## src/rtl/hps_adapter_util_fifo_ctrl_sc.sv

```systemverilog
// Show-ahead valid/ready FIFO controller driving one single-clock MLAB.
// The MLAB's registered read data is used directly as the FIFO output register.
module hps_adapter_util_fifo_ctrl_sc #(
  parameter int    WIDTH      = 8,
  parameter int    ADDR_WIDTH = 5,
  parameter string FAMILY     = "Other",
  parameter int    AF_THRESH  = (2 ** ADDR_WIDTH) - 4
) (
  input  logic                  clk,
  input  logic                  sclr,
  input  logic                  flush,
  input  logic                  in_valid,
  output logic                  in_ready,
  input  logic [WIDTH-1:0]      in_data,
  output logic                  out_valid,
  input  logic                  out_ready,
  output logic [WIDTH-1:0]      out_data,
  output logic [ADDR_WIDTH:0]   usedw,
  output logic                  almost_full,
  output logic                  mem_we,
  output logic [ADDR_WIDTH-1:0] mem_waddr,
  output logic [WIDTH-1:0]      mem_din,
  output logic                  mem_re,
  output logic [ADDR_WIDTH-1:0] mem_raddr,
  input  logic [WIDTH-1:0]      mem_dout
);

  localparam int PW      = ADDR_WIDTH + 1;
  localparam int DEPTH   = 2 ** ADDR_WIDTH;
  localparam int VIS_LAT = (FAMILY == "S10") ? 1 : 0;

  logic [PW-1:0] r_wr_ptr;
  logic [PW-1:0] r_rd_ptr;
  logic          r_out_valid;

  logic          w_clr;
  logic [PW-1:0] w_usedw;
  logic          w_full;
  logic          w_wr_fire;
  logic          w_rd_fire;
  logic [PW-1:0] w_wr_vis;

  assign w_clr     = sclr | flush;
  assign w_usedw   = r_wr_ptr - r_rd_ptr;
  assign w_full    = (w_usedw == PW'(DEPTH));
  assign w_wr_fire = in_valid & in_ready;

  assign in_ready    = ~w_full & ~w_clr;
  assign usedw       = w_usedw;
  assign almost_full = (w_usedw >= PW'(AF_THRESH));

  assign mem_we    = w_wr_fire;
  assign mem_waddr = r_wr_ptr[ADDR_WIDTH-1:0];
  assign mem_din   = in_data;

  // S10 MLABs register din before the array write, so a new word only
  // becomes readable one cycle after its write fire.
  generate
    if (VIS_LAT == 1) begin : g_vis_delayed
      logic [PW-1:0] r_wr_vis;
      always_ff @(posedge clk) begin
        if (w_clr) r_wr_vis <= '0;
        else       r_wr_vis <= r_wr_ptr;
      end
      assign w_wr_vis = r_wr_vis;
    end else begin : g_vis_direct
      assign w_wr_vis = r_wr_ptr;
    end
  endgenerate

  assign w_rd_fire = (w_wr_vis != r_rd_ptr) & (~r_out_valid | out_ready) & ~w_clr;

  assign mem_re    = w_rd_fire;
  assign mem_raddr = r_rd_ptr[ADDR_WIDTH-1:0];
  assign out_valid = r_out_valid;
  assign out_data  = mem_dout;

  always_ff @(posedge clk) begin
    if (w_clr) begin
      r_wr_ptr    <= '0;
      r_rd_ptr    <= '0;
      r_out_valid <= 1'b0;
    end else begin
      if (w_wr_fire) r_wr_ptr <= r_wr_ptr + 1'b1;
      if (w_rd_fire) r_rd_ptr <= r_rd_ptr + 1'b1;
      r_out_valid <= w_rd_fire | (r_out_valid & ~out_ready);
    end
  end

endmodule

```

## config.mk

```make
export PLATFORM = sky130hd
export DESIGN_NAME = hps_adapter_util_fifo_ctrl_sc
export DESIGN_NICKNAME = d
export VERILOG_FILES = /design/src/rtl/hps_adapter_util_fifo_ctrl_sc.sv
export SDC_FILE = /design/constraint.sdc
export NUM_CORES = 1
export LEC_CHECK = 0
export ABC_CLOCK_PERIOD_IN_PS = 2800
export CAP_MARGIN = 15
export CORE_ASPECT_RATIO = 1.4
export CORE_UTILIZATION = 30
export CTS_BUF_LIST = sky130_fd_sc_hd__clkbuf_8
export DETAILED_ROUTE_END_ITERATION = 10
export HOLD_SLACK_MARGIN = 0.1
export MAX_ROUTING_LAYER = met4
export PLACE_DENSITY = 0.63
export SLEW_MARGIN = 40
export SYNTH_ARGS = -nofsm -noshare
export SYNTH_HDL_FRONTEND = slang
export SYNTH_SLANG_ARGS = --single-unit
```

## constraint.sdc

```tcl
create_clock -name clk -period 2.8 [get_ports clk]
set_input_delay 0.56 -clock clk [delete_from_list [all_inputs] [get_ports clk]]
set_output_delay 0.56 -clock clk [all_outputs]
set_load 0.01 [all_outputs]
```

==> impl_metrics.toml <==
[clock_tree]
cts_max_path_buffers = 2
clk_pin_slew_worst_paths_ns = 0.06
cts_buffers = 3
cts-root-buf = "clkbuf_8"
cts_hold_buf = 0
worstSkewPairLatency_ns = 0.25
cts_tree = "done"
cts-htree-levels = 1
clkSinkCount = 13

[detailed_routing]
totalWireLength_mm = 2.95
drc = 0
antenna_left = 0
wl_per_cell_um = 13.8
wl_met3_um = 88
wl_met2_mm = 1.61
wl_met1_mm = 1.15
drtIter0Drc = 14
highest_layer = "met4"
viasPerCell = 4.92
vias = 1053
dr.pass1.iters = 4

[floorplan]
die_width_um = 53.5
dieArea_um2 = 3960
initial_utilization = 0.320
rows = 25
top_level_ports = 58
fp.dieH_um = 74.0
core_area_um2 = 3470

[synth]
netlist_top_cells_area = "dfxtp_1 23%, buf_4 18%, ha_1 7.9%"
ys_ff_latch = 13
ys_warn_count = 0
synth_edf_count = 0
ys_types = 34
ys_dominant_reg_cell = "dfxtp_1"
synth_top_area_frac = 0.234
async_flop_share = 0
syn_nets = 165
avgSynthCellArea_um2 = 8.18
yosysTopAreaCell = "dfxtp_1"
syn_inst = 136
yosysSeqAreaShare = 0.234
synth_area_um2 = 1110

[critical_path]
crit_start = "r_wr_ptr[1]$_SDFFE_PN0P_"
r2r_end = "r_wr_ptr[2]$_SDFFE_PN0P_"
worstPathArrival_ns = 2.29
path_class = "flip-flop to primary output"
worstRegToRegCells = 11
cp-end-kind = "primary output"
startpoint_type = "flip-flop"
rr_startpoint = "r_wr_ptr[1]$_SDFFE_PN0P_"
crit_fanout = 3
cp.required_ns = 2.24
regToRegSetupSlack_ns = 0.45

[timing]
period_share = 1.02
clock.fmax_ghz = 0.351
hold_viol_final = 0
fin_skew_ns = 0.00369
report.final.slew_viol_count = 0
rsz0062_at_grt = "true"
period_needed_ns = 2.85
setup-violations-final = 1
relSlewSlack = 0.767
tightest_slew_ns = 0.346
setup_tns_ns = -0.0462
finalWorstSetupSlack_ns = -0.0462

[run_status]
violations = "setup timing"
status = "complete, but fails checks"

[global_route]
grt_antenna_before_repair = 0
grt_pass1_vias = 1047
grt_max_degree = 10
grt_pass1_wl_mm = 4.50
grtUsageTotal = 0.160
gr-total-overflow = 0

[min_path]
min_path_cells = 2
hp-class = "flip-flop to flip-flop"
hp-start = "out_valid$_SDFF_PN0_"
hold_end = "out_valid$_SDFF_PN0_"

[place]
placed_area_um2 = 1430
portBuffers = 25
place.gp.congestion = 0.804
place_ws_ns = -0.230
hpwl_mm = 2.15
dp.cells = 202

[pwr]
power.static_leakage_nw = 0.716
fin_total_pwr_mw = 0.449
power_density_nw_per_um2 = 274
ir_drop_v = 0.000192

[layout]
drive_above_1_share = 0.408
antenna_cells = 0
final_cells = 214
fin_nets = 204
final_area_um2 = 1640
area_growth_pct = 47.6

[job]
cap_violations = 0
-- flip-flops by register name (all words and copies together) (netlist names) --
register,cells
r_rd_ptr,6
out_valid,1
r_wr_ptr,6
-- worst max-delay path: stages (launching register included) --
cell      delay, ns
dfxtp_4        0.36
buf_6          0.12
ha_4           0.28
nand2b_4       0.06
a21oi_4        0.16
nor4_2         0.05
a311o_1        0.36
buf_4          0.15
buf_6          0.11
a21boi_2       0.12
and2_1         0.13
buf_2          0.12
-- cell type report --
class / count / area (um^2)
clock buffer: 3 / 41.3
sequential: 13 / 267
clock inverter: 1 / 3.75
tap: 40 / 50.0
fill: 331 / 1830
multi-input combinational: 86 / 722
timing repair buffer: 63 / 528
inverter: 8 / 30.0
-- power breakdown --
part / total, mW / leakage, nW / internal [mW] / switching, mW
Sequential: 0.188 / 0.107 / 0.186 / 0.00145
Clock: 0.172 / 0.0269 / 0.0970 / 0.0749
Combinational: 0.0899 / 0.582 / 0.0490 / 0.0409
-- synthesized netlist by cell type (3+ instances only) --
| library cell | n |
|---|---|
| nand3_1 | 5 |
| inv_1 | 8 |
| dfxtp_1 | 13 |
| buf_4 | 26 |
| nand2b_1 | 3 |
| nor2_1 | 8 |
| ha_1 | 7 |
| o21ai_0 | 3 |
| xnor2_1 | 4 |
| nand4_1 | 5 |
| a21oi_1 | 8 |
| mux2i_1 | 4 |
| nand2_1 | 14 |
-- cells in the final DEF (no fill, tap or decap), types with 3 or more instances in the layout --
master / instances
ha_1: 4
dfxtp_1: 10
xnor2_1: 3
nand4_1: 5
nor2_1: 7
buf_4: 36
clkdlybuf4s50_1: 20
nand2_1: 14
mux2i_1: 4
ha_4: 3
buf_6: 3
clkbuf_8: 3
a21oi_1: 5
nand3_1: 5
inv_1: 8
-- cell families after synthesis --
logic type,after synthesis,synth area share
buffers and inverters,37,0.219
AO/OA/AOI/OAI,22,0.142
XOR/XNOR,7,0.0619
AND/OR/NAND/NOR,45,0.210
multiplexers,4,0.0360
adder cells (fa/ha/maj),8,0.0967
flip-flops,13,0.234
-- worst max path at each step --
stage | endpoint | slack, ns | cells past startpoint
floorplan | mem_we | 0.04 | 9
global placement | mem_we | -0.16 | 10
detailed placement | mem_we | -0.23 | 10
CTS | mem_we | -0.13 | 11
global route | mem_we | -0.15 | 11
finish | mem_we | -0.05 | 11
-- per-stage QoR --
stage	util	hold slack, ns
after floorplan	-	0.475
after global placement	0.412	0.495
after detailed placement	0.412	0.490
after CTS	0.450	0.510
after global routing	0.473	0.540
final	0.473	0.505
-- metal layers --
metal  vias up  global-route usage
met1       492               0.175
met3        13              0.0204
met4         0               0.105
met5         -                   -
met2        32               0.263
li1        516                   -
-- timing repair --
action | in CTS | in global routing
gates cloned | 0 | 0
endpoints found under the setup margin | 7 | 6
buffers inserted | 7 | 2
gates resized for setup | 26 | 15
pin swaps | 9 | 9
Power figures use the tool's default switching activity.
